**config.mk**
```make
export PLATFORM = sky130hd
export DESIGN_NAME = vga_tile_renderer
export DESIGN_NICKNAME = d
export VERILOG_FILES = /design/src/rtl/vga_pkg.sv /design/src/rtl/vga_timing_gen.sv /design/src/rtl/vga_tile_renderer.sv
export SDC_FILE = /design/constraint.sdc
export NUM_CORES = 1
export LEC_CHECK = 0
export BUFFER_PORTS_ARGS = -buffer_cell sky130_fd_sc_hd__buf_2
export CAP_MARGIN = 25
export CORE_UTILIZATION = 25
export CTS_BUF_LIST = sky130_fd_sc_hd__clkbuf_2
export DETAILED_ROUTE_END_ITERATION = 12
export PLACE_DENSITY = 0.51
export SYNTH_ARGS = -nofsm -noshare
export SYNTH_HDL_FRONTEND = slang
export SYNTH_HIERARCHICAL = 1
export SYNTH_SLANG_ARGS = --single-unit
export TNS_END_PERCENT = 30
```
**constraint.sdc**
```tcl
create_clock -name clock -period 14.35 [get_ports clock]
set_input_delay 0.7175 -clock clock [delete_from_list [all_inputs] [get_ports clock]]
set_output_delay 0.7175 -clock clock [all_outputs]
set_load 0.02 [all_outputs]
```
**src/rtl/vga_pkg.sv**
```systemverilog
// Shared defaults for the 640x480@60 raster and the 12-bit colour word layout.
// The board renderer and its timing generator both import this package.
package vga_pkg;

    localparam int DEF_PIX_DIV  = 2;
    localparam int DEF_H_SYNC   = 96;
    localparam int DEF_H_BACK   = 48;
    localparam int DEF_H_ACTIVE = 640;
    localparam int DEF_H_FRONT  = 16;
    localparam int DEF_V_SYNC   = 2;
    localparam int DEF_V_BACK   = 33;
    localparam int DEF_V_ACTIVE = 480;
    localparam int DEF_V_FRONT  = 10;

    localparam int H_TOTAL = DEF_H_SYNC + DEF_H_BACK + DEF_H_ACTIVE + DEF_H_FRONT;
    localparam int V_TOTAL = DEF_V_SYNC + DEF_V_BACK + DEF_V_ACTIVE + DEF_V_FRONT;

    // Palette entries and pin colour share this {r,g,b} layout.
    typedef struct packed {
        logic [3:0] r;
        logic [3:0] g;
        logic [3:0] b;
    } rgb12_t;

endpackage

```
**src/rtl/vga_timing_gen.sv**
```systemverilog
// Pixel-tick divider and h/v raster counters with raw sync, active and frame markers.
// Everything downstream advances only when tick is high.
module vga_timing_gen
    import vga_pkg::*;
#(
    parameter int PIX_DIV  = DEF_PIX_DIV,
    parameter int H_SYNC   = DEF_H_SYNC,
    parameter int H_BACK   = DEF_H_BACK,
    parameter int H_ACTIVE = DEF_H_ACTIVE,
    parameter int H_FRONT  = DEF_H_FRONT,
    parameter int V_SYNC   = DEF_V_SYNC,
    parameter int V_BACK   = DEF_V_BACK,
    parameter int V_ACTIVE = DEF_V_ACTIVE,
    parameter int V_FRONT  = DEF_V_FRONT
) (
    input  logic clock,
    input  logic reset,
    output logic tick,
    output logic frame_start,
    output logic line_end,
    output logic frame_end,
    output logic h_active,
    output logic v_active,
    output logic hs,
    output logic vs
);

    localparam int HT = H_SYNC + H_BACK + H_ACTIVE + H_FRONT;
    localparam int VT = V_SYNC + V_BACK + V_ACTIVE + V_FRONT;
    localparam int HW = $clog2(HT);
    localparam int VW = $clog2(VT);
    localparam int DW = (PIX_DIV > 1) ? $clog2(PIX_DIV) : 1;

    logic [DW-1:0] div_reg;
    logic [HW-1:0] h_reg;
    logic [VW-1:0] v_reg;

    always_comb begin
        tick        = (div_reg == DW'(PIX_DIV - 1));
        line_end    = tick && (h_reg == HW'(HT - 1));
        frame_end   = line_end && (v_reg == VW'(VT - 1));
        frame_start = tick && (h_reg == '0) && (v_reg == '0);
        hs          = (h_reg < HW'(H_SYNC));
        vs          = (v_reg < VW'(V_SYNC));
        h_active    = (h_reg >= HW'(H_SYNC + H_BACK)) && (h_reg < HW'(H_SYNC + H_BACK + H_ACTIVE));
        v_active    = (v_reg >= VW'(V_SYNC + V_BACK)) && (v_reg < VW'(V_SYNC + V_BACK + V_ACTIVE));
    end

    // v only moves on a line wrap, so a frame never ends mid-line.
    always_ff @(posedge clock or posedge reset) begin
        if (reset) begin
            div_reg <= '0;
            h_reg   <= '0;
            v_reg   <= '0;
        end else begin
            div_reg <= tick ? '0 : div_reg + 1'b1;
            if (tick) begin
                h_reg <= line_end ? '0 : h_reg + 1'b1;
            end
            if (line_end) begin
                v_reg <= frame_end ? '0 : v_reg + 1'b1;
            end
        end
    end

endmodule

```
**src/rtl/vga_tile_renderer.sv**
```systemverilog
// Tile-board VGA renderer: cell counters, frame-start board snapshot and a
// two-tick index/palette pipeline that keeps colour and sync aligned.
module vga_tile_renderer
    import vga_pkg::*;
#(
    parameter int PIX_DIV   = DEF_PIX_DIV,
    parameter int H_SYNC    = DEF_H_SYNC,
    parameter int H_BACK    = DEF_H_BACK,
    parameter int H_ACTIVE  = DEF_H_ACTIVE,
    parameter int H_FRONT   = DEF_H_FRONT,
    parameter int V_SYNC    = DEF_V_SYNC,
    parameter int V_BACK    = DEF_V_BACK,
    parameter int V_ACTIVE  = DEF_V_ACTIVE,
    parameter int V_FRONT   = DEF_V_FRONT,
    parameter int GRID_COLS = 16,
    parameter int GRID_ROWS = 12,
    parameter int CELL_W    = 40,
    parameter int CELL_H    = 40,
    parameter int CELL_BITS = 2,
    parameter bit SYNC_POL  = 1'b0
) (
    input  logic                                  clock,
    input  logic                                  reset,
    input  logic [GRID_COLS*GRID_ROWS*CELL_BITS-1:0] data,
    input  logic [12*(2**CELL_BITS)-1:0]          palette,
    output logic                                  hSync,
    output logic                                  vSync,
    output logic [3:0]                            r,
    output logic [3:0]                            g,
    output logic [3:0]                            b,
    output logic                                  frame_start
);

    localparam int NCELLS     = GRID_COLS * GRID_ROWS;
    localparam int NPAL       = 2 ** CELL_BITS;
    localparam int CELL_IDX_W = (NCELLS > 1) ? $clog2(NCELLS) : 1;
    localparam int COL_W      = $clog2(GRID_COLS + 1);
    localparam int ROW_W      = $clog2(GRID_ROWS + 1);
    localparam int X_W        = $clog2(CELL_W + 1);
    localparam int Y_W        = $clog2(CELL_H + 1);

    if (GRID_COLS * CELL_W > H_ACTIVE || GRID_ROWS * CELL_H > V_ACTIVE) begin : g_bad_board
        $error("vga_tile_renderer: board does not fit inside the active area");
    end
    if (PIX_DIV < 2) begin : g_bad_div
        $error("vga_tile_renderer: PIX_DIV must be at least 2");
    end

    logic tick, line_end, frame_end, h_active, v_active, hs, vs;

    vga_timing_gen #(
        .PIX_DIV (PIX_DIV),
        .H_SYNC  (H_SYNC),
        .H_BACK  (H_BACK),
        .H_ACTIVE(H_ACTIVE),
        .H_FRONT (H_FRONT),
        .V_SYNC  (V_SYNC),
        .V_BACK  (V_BACK),
        .V_ACTIVE(V_ACTIVE),
        .V_FRONT (V_FRONT)
    ) u_timing (
        .clock      (clock),
        .reset      (reset),
        .tick       (tick),
        .frame_start(frame_start),
        .line_end   (line_end),
        .frame_end  (frame_end),
        .h_active   (h_active),
        .v_active   (v_active),
        .hs         (hs),
        .vs         (vs)
    );

    logic [COL_W-1:0] col_reg;
    logic [X_W-1:0]   x_reg;
    logic [ROW_W-1:0] row_reg;
    logic [Y_W-1:0]   y_reg;

    // Counters are held at zero through blanking so they describe the current pixel.
    always_ff @(posedge clock or posedge reset) begin
        if (reset) begin
            col_reg <= '0;
            x_reg   <= '0;
        end else if (tick) begin
            if (!h_active) begin
                col_reg <= '0;
                x_reg   <= '0;
            end else if (x_reg == X_W'(CELL_W - 1)) begin
                x_reg <= '0;
                if (col_reg != COL_W'(GRID_COLS)) col_reg <= col_reg + 1'b1;
            end else begin
                x_reg <= x_reg + 1'b1;
            end
        end
    end

    always_ff @(posedge clock or posedge reset) begin
        if (reset) begin
            row_reg <= '0;
            y_reg   <= '0;
        end else if (frame_end) begin
            row_reg <= '0;
            y_reg   <= '0;
        end else if (line_end && v_active) begin
            if (y_reg == Y_W'(CELL_H - 1)) begin
                y_reg <= '0;
                if (row_reg != ROW_W'(GRID_ROWS)) row_reg <= row_reg + 1'b1;
            end else begin
                y_reg <= y_reg + 1'b1;
            end
        end
    end

    logic [CELL_BITS-1:0] snapshot [NCELLS];
    rgb12_t               pal [NPAL];

    for (genvar gi = 0; gi < NCELLS; gi++) begin : g_snap
        always_ff @(posedge clock or posedge reset) begin
            if (reset) begin
                snapshot[gi] <= '0;
            end else if (frame_start) begin
                snapshot[gi] <= data[gi*CELL_BITS +: CELL_BITS];
            end
        end
    end

    for (genvar gi = 0; gi < NPAL; gi++) begin : g_pal
        assign pal[gi] = palette[12*gi +: 12];
    end

    logic                  in_board;
    logic [CELL_IDX_W-1:0] cell_sel;

    always_comb begin
        in_board = (col_reg < COL_W'(GRID_COLS)) && (row_reg < ROW_W'(GRID_ROWS));
        cell_sel = '0;
        if (in_board) begin
            cell_sel = CELL_IDX_W'(int'(row_reg) * GRID_COLS + int'(col_reg));
        end
    end

    logic [CELL_BITS-1:0] index1_reg;
    logic                 show1_reg;
    logic                 hs1_reg, vs1_reg;
    rgb12_t               rgb_reg;
    logic                 hsync_reg, vsync_reg;

    // Stage 1 resolves the cell index, stage 2 looks up the live palette.
    always_ff @(posedge clock or posedge reset) begin
        if (reset) begin
            index1_reg <= '0;
            show1_reg  <= 1'b0;
            hs1_reg    <= 1'b0;
            vs1_reg    <= 1'b0;
            rgb_reg    <= '0;
            hsync_reg  <= ~SYNC_POL;
            vsync_reg  <= ~SYNC_POL;
        end else if (tick) begin
            index1_reg <= snapshot[cell_sel];
            show1_reg  <= in_board && h_active && v_active;
            hs1_reg    <= hs;
            vs1_reg    <= vs;
            rgb_reg    <= show1_reg ? pal[index1_reg] : '0;
            hsync_reg  <= hs1_reg ? SYNC_POL : ~SYNC_POL;
            vsync_reg  <= vs1_reg ? SYNC_POL : ~SYNC_POL;
        end
    end

    assign hSync = hsync_reg;
    assign vSync = vsync_reg;
    assign r     = rgb_reg.r;
    assign g     = rgb_reg.g;
    assign b     = rgb_reg.b;

endmodule

```
# ---- Word level (Yosys, flattened, before mapping)
# Cells that the tools add are included.
dict set report classes {
  addsub 8
  magnitude_cmp 10
  n_eq_ne 8
  n_mux 25
  bitwise 2
  n_reduce_logical 17
}
# operator n
set ops {}
lappend ops {{two-way mux 12 bit} 3}
lappend ops {{two-way mux 6 bit} 5}
lappend ops {{binary-select mux 12 bit (select 2 bit)} 1}
lappend ops {{adder 10 x 1 -> 10 bit (second input constant)} 2}
lappend ops {{== test 10 bit (second input constant)} 2}
lappend ops {{zero test 10 bit} 2}
lappend ops {{< comparator 10 bit (second input constant)} 2}
lappend ops {{two-way mux 10 bit} 2}
lappend ops {{binary-select mux 2 bit (select 8 bit)} 1}
lappend ops {{two-way mux 4 bit} 4}
lappend ops {{two-way mux 5 bit} 3}
lappend ops {{adder 6 x 1 -> 6 bit (second input constant)} 2}
lappend ops {{== test 6 bit (second input constant)} 2}
lappend ops {{>= comparator 10 x 6 -> 1 bit (second input constant)} 1}
lappend ops {{>= comparator 10 x 8 -> 1 bit (second input constant)} 1}
lappend ops {{logical AND 1 bit} 10}
lappend ops {{< comparator 10 x 2 -> 1 bit (second input constant)} 1}
lappend ops {{< comparator 10 x 7 -> 1 bit (second input constant)} 1}
lappend ops {{>= comparator 9 bit (second input constant)} 1}
lappend ops {{inverter 8 -> 9 bit} 1}
lappend ops {{adder 8 x 5 -> 8 bit} 1}
lappend ops {{two-way mux 8 bit} 1}
lappend ops {{AND reduction 3 bit} 2}
lappend ops {{nonzero test 2 bit} 3}
lappend ops {{12 further kinds} 16}
dict set report word_totals {
  regBits 445
  input_bits 434
}

# ---- Longest topological paths before layout
dict set report logic_depth {
  depth_word 7
  mapped_depth 12
}

# ---- Hierarchy
# The synthesis kept the hierarchy.
# mod n_inst cells_each area_each_um2 seq_area_each_um2
set by_module_without_submodules {}
lappend by_module_without_submodules {vga_tile_renderer 1 1585 19931.6 10612.7}
lappend by_module_without_submodules {vga_timing_gen 1 127 1243.7 525.5}

# ---- Worst setup path before layout
# OpenSTA, ideal clock, no wires.
dict set report synth_timing {
  path_type {register -> register}
  from {reg u_timing.h_reg[5]}
  to {reg snapshot[0] (netlist name)}
  setup_ns 0.125
  t_arrival_ns 3.250
  required_time_ns 14.225
  slack_ns 10.975
  path_stages_with_launch 8
  path_buffers 4
  path_cell_list {dfrtp_1 -> clkbuf_1 -> or4_1 -> nor4_1 -> clkbuf_1 -> clkbuf_1 -> clkbuf_1 -> mux2_2}
}
dict set report synth_between {
  elab_chain_len 3
}
# element line_no
set synth_lines {}
lappend synth_lines {{start: declaration} vga_timing_gen.sv:35} ;# logic [HW-1:0] h_reg;
lappend synth_lines {{start signal: assignment} vga_timing_gen.sv:58} ;# h_reg <= line_end ? '0 : h_reg + 1'b1;
lappend synth_lines {{zero test 10 bit} vga_timing_gen.sv:42} ;# frame_start = tick && (h_reg == '0) && (v_reg == '0);
lappend synth_lines {{logical AND 1 bit (2 in series)} vga_timing_gen.sv:42}
lappend synth_lines {{net frame_start} vga_tile_renderer.sv:31} ;# output logic frame_start
lappend synth_lines {{end signal: indexed assignment} vga_tile_renderer.sv:122} ;# snapshot[gi] <= data[gi*CELL_BITS +: CELL_BITS];
lappend synth_lines {{end: declaration} vga_tile_renderer.sv:114} ;# logic [CELL_BITS-1:0] snapshot [NCELLS];
# The timed path passes the listed nets, and every way through them passes these cells.
# A chain may end at the register's enable or synchronous reset.

# ---- Worst setup path after layout
dict set report layout_timing {
  from {reg col_reg[0]}
  to {reg index1_reg[0]}
}
dict set report layout_between {
  elab_chain_len 7
  elab_cells_between_ends 8
  classes_between {add/sub: 1; order compare: 1; mux: 4; bitwise: 1; reduce/logical: 1}
}
# element line_no
set layout_lines {}
lappend layout_lines {{start: declaration} vga_tile_renderer.sv:74} ;# logic [COL_W-1:0] col_reg;
lappend layout_lines {{start signal: assignment} vga_tile_renderer.sv:90} ;# if (col_reg != COL_W'(GRID_COLS)) col_reg <= col_reg + 1'b1;
lappend layout_lines {{parallel branches: the longest is 2 deep, another holds adder 8 x 5 -> 8 bit} n/a}
lappend layout_lines {{two-way mux 8 bit *} vga_tile_renderer.sv:137} ;# if (in_board) begin
lappend layout_lines {{inverter 8 -> 9 bit (implied by the code) *} vga_tile_renderer.sv:159} ;# index1_reg <= snapshot[cell_sel];
lappend layout_lines {{binary-select mux 2 bit (select 8 bit) *} vga_tile_renderer.sv:159}
lappend layout_lines {{two-way mux 2 bit (implied by the code) * (2 in series)} vga_tile_renderer.sv:159}
lappend layout_lines {{end signal: assignment} vga_tile_renderer.sv:159}
lappend layout_lines {{end: declaration} vga_tile_renderer.sv:142} ;# logic [CELL_BITS-1:0] index1_reg;
# Every way passes the cells marked *. The select of a mux whose other input is x is not followed.

==> summary.md <==
| Metric | Value |
|---|---|
| Routability cong. | `~0.86` |
| Finish-stage setup viols | `0` |
| IO buf count | `between 400 and 500` |
| P_int | `roughly 1.9 mW` |
| Final core occ | `0.382` |
| Worst VDD drop | `0.0000555 V` |
| Number of global-route vias before repair | `roughly 21000` |
| Async SR Flop Fraction | `1.00` |
| Synthesized area | `0.0212 mm²` |
| Placed insts | `approximately 3200` |
| P_leak | `roughly 14 nW` |
| Hold EP | `snapshot[198]` |
| Most frequent cells in the layout | `603 x dlygate4sd3_1, 449 x buf_2, 440 x dfrtp_1` |
| # rows | `about 110` |
| Max Buffers Root-to-Sink | `3` |
| Unrepaired setup endpoints after global routing | `no` |
| Fin. Hold Viols | `0` |
| Initial antenna violation count | `16` |
| Clock period minus worst slack | `about 4300 ps` |
| Worst setup SP type | `flip-flop` |
| Final Net Count | `3251` |
| Clk_lat worst skew | `~1300 ps` |
| Worst-path clk slew | `approximately 120 ps` |
| Synthesized area per cell | `12.4 µm²` |
| Die H | `293 µm` |
| Cts bufs inserted | `131` |
| Yosys cell types | `76` |
| GRT Resource Usage Total | `0.195` |
| Post-Syn Nets | `2158` |
| FILL cells | `8162` |
| Comb pwr share | `0.123` |
| CP Class | `reg -> reg` |
| Routed Antenna Nets | `0` |
| CTS root buffer | `clkbuf_2` |
| Crit path max fanout | `between 50 and 60` |
| Number of max-cap violations | `0` |
| Hold Crit Start | `data[184]` |
| Residual DRC | `0` |
| Multi-input logic area | `0.00945 mm²` |
| Hold Crit Class | `in -> reg` |
| CP Capture Type | `flip-flop` |
| Largest net degree at the start of global routing | `~160` |
| Slew HR | `0.202` |
| Reg power frac | `0.507` |
| DR pass1 iterations | `5` |
| Synth top area cells | `dfrtp_1 52%, mux2_2 22%, mux4_2 3.1%, mux2i_1 2.6%, nand2_1 2.1%` |
| # resized after CTS | `0` |
| Reg2Reg Depth | `9` |
| Tcrit/Tclk final | `0.299` |
| Slew Viols, Final | `0` |
| Ratio of cells with drive above 1 in the final layout | `0.395` |
| WP data required | `around 16000 ps` |
| CTS tree | `built` |
| Synthesis-to-layout area growth | `50.9%` |
| # clock sinks | `445` |
| DRT Wirelength | `83.4 mm` |
| Average wire per cell in the routed design | `20.6 µm` |
| Final hold slack | `about 240 ps` |
| Worst-margin pin slew | `between 1000 and 1500 ps` |
| Hold path cells | `3` |
| Number of enable flip-flop cells after synthesis | `0` |
| Cell Count, Final, Fillers Out | `about 4000` |
| Vias per inst | `about 4.6` |
| Register area | `~0.011 mm²` |
| Die W | `293 µm` |
| Grt total ovfl | `0` |
| Status | `finished, final reports clean` |
| Clock Power Share | `0.371` |
| Yosys warning total | `6` |
| Seq/Total Area, Yosys | `0.526` |
| Starting DRT DRC Count | `979` |
| Max reg flops | `about 380` |
| Leading area contributor after synthesis | `dfrtp_1` |
| Register-to-register path setup slack | `10060 ps` |
| P_sw | `757 µW` |
| Core Area | `between 0.08 and 0.09 mm²` |
| CTS H-tree lvls | `4` |
| RR Startpoint | `col_reg[0]` |
| Share of the synthesized area in the top cell type | `0.524` |
| First-pass GRT wire length | `125 mm` |
| Initial Util | `0.253` |
| FF+latch count, synth | `approximately 450` |
| Capturing point of the worst reg2reg path | `index1_reg[0]` |
| Highest Clock Rate | `~230 MHz` |
| DIE AREA | `~0.086 mm²` |
| Main flop type after synthesis | `dfrtp_1` |
| PwrDens | `between 80 and 90 mW/mm²` |
| TNS Setup | `0 ps` |
| Boundary Pins | `~450` |
| Sw Share | `0.286` |
| Via count | `18700` |
| Final Skew | `between 150 and 200 ps` |
| Worst Path Arrival | `around 5500 ps` |
| Most common cell after layout, fill and taps aside | `dlygate4sd3_1` |
| DP Wirelength | `between 50 and 60 mm` |
| Mapped Cells | `between 1500 and 2000` |
[metal layers]
layer,global-route usage,part of all wire
met1,0.239,0.42
met2,0.322,0.49
met3,0.0466,0.058
met4,0.0918,0.035
met5,0,0.00062
[metrics by stage]
stage               area, µm²  setup slack [ps]  power [mW]
floorplan               21200              1830        1.45
global placement        24600              9900        1.55
detailed placement      24600              9920        1.56
CTS                     31800              9650        2.70
global route            31900              9570        2.81
finish                  31900             10060        2.65
[area by class of cell]
cell class / count / area share
diodes: 15 / 0.00117
clock buffers: 183 / 0.0287
clock inverters: 42 / 0.00811
inverters: 40 / 0.00493
multi-input cells: 1109 / 0.296
flip-flops and latches: 445 / 0.349
well taps: 1134 / 0.0444
repair buffers: 1078 / 0.268
[power groups by stage]
stage | registers (mW) | logic [mW] | clock network, mW
global route | 1.35 | 0.354 | 1.10
floorplan | 1.35 | 0.0960 | 0
finish | 1.34 | 0.326 | 0.983
CTS | 1.34 | 0.325 | 1.03
detailed placement | 1.37 | 0.191 | 0
global placement | 1.37 | 0.184 | 0
[cells in the mapped netlist (all sizes together), types with 8 or more instances]
cell	count
o22ai	24
nor2	60
mux2i	56
nor3	24
nand2	122
mux2	410
and3	8
xnor2	12
mux4	29
nand3	52
xor2	11
dfrtp	443
o21ai	62
a21oi	62
inv	40
buf	38
a221oi	16
clkbuf	80
a31oi	12
ha	12
a211oi	16
nand4	18
[logic make-up (layout without fill, tap and decap cells)]
kind of cell,count (synthesis),in the layout,share of synthesized area
AOI/OAI and AO/OA,259,259,0.0796
muxes,495,495,0.276
and+or+nand+nor,320,320,0.0721
buffers and inverters,158,1343,0.0302
adders and majority gates,12,12,0.00709
DFF,445,445,0.526
xor gates and xnor gates,23,23,0.00951
other,0,15,0
[worst max path at each step]
stage             startpoint       endpoint  slack, ps  cells past startpoint
4_1_cts        u_timing/tick    frame_start       9650                      5
2_1_floorplan          reset           b[0]       1830                      1
3_3_place_gp      col_reg[0]  index1_reg[0]       9900                      9
5_1_grt        u_timing/tick    frame_start       9570                      5
3_5_place_dp      col_reg[0]  index1_reg[0]       9920                      9
6_report          col_reg[0]  index1_reg[0]      10060                      9
[worst max-delay path, stage by stage, from the launching register on]
cell and delay, ps:
dfrtp_4 710, buf_4 690, nand2_4 510, buf_4 490, mux2i_1 420, a211oi_1 130
a31oi_1 180, a31oi_1 60, o311ai_0 680, nand3_1 150
[what timing repair did]
action / 4_1_cts / 5_1_grt
buffers inserted: 0 / 0
endpoints found under the hold margin: 509 / 0
endpoints found under the setup margin: 0 / 0
hold buffers: 603 / 0
(Power assumes the default switching activity.)
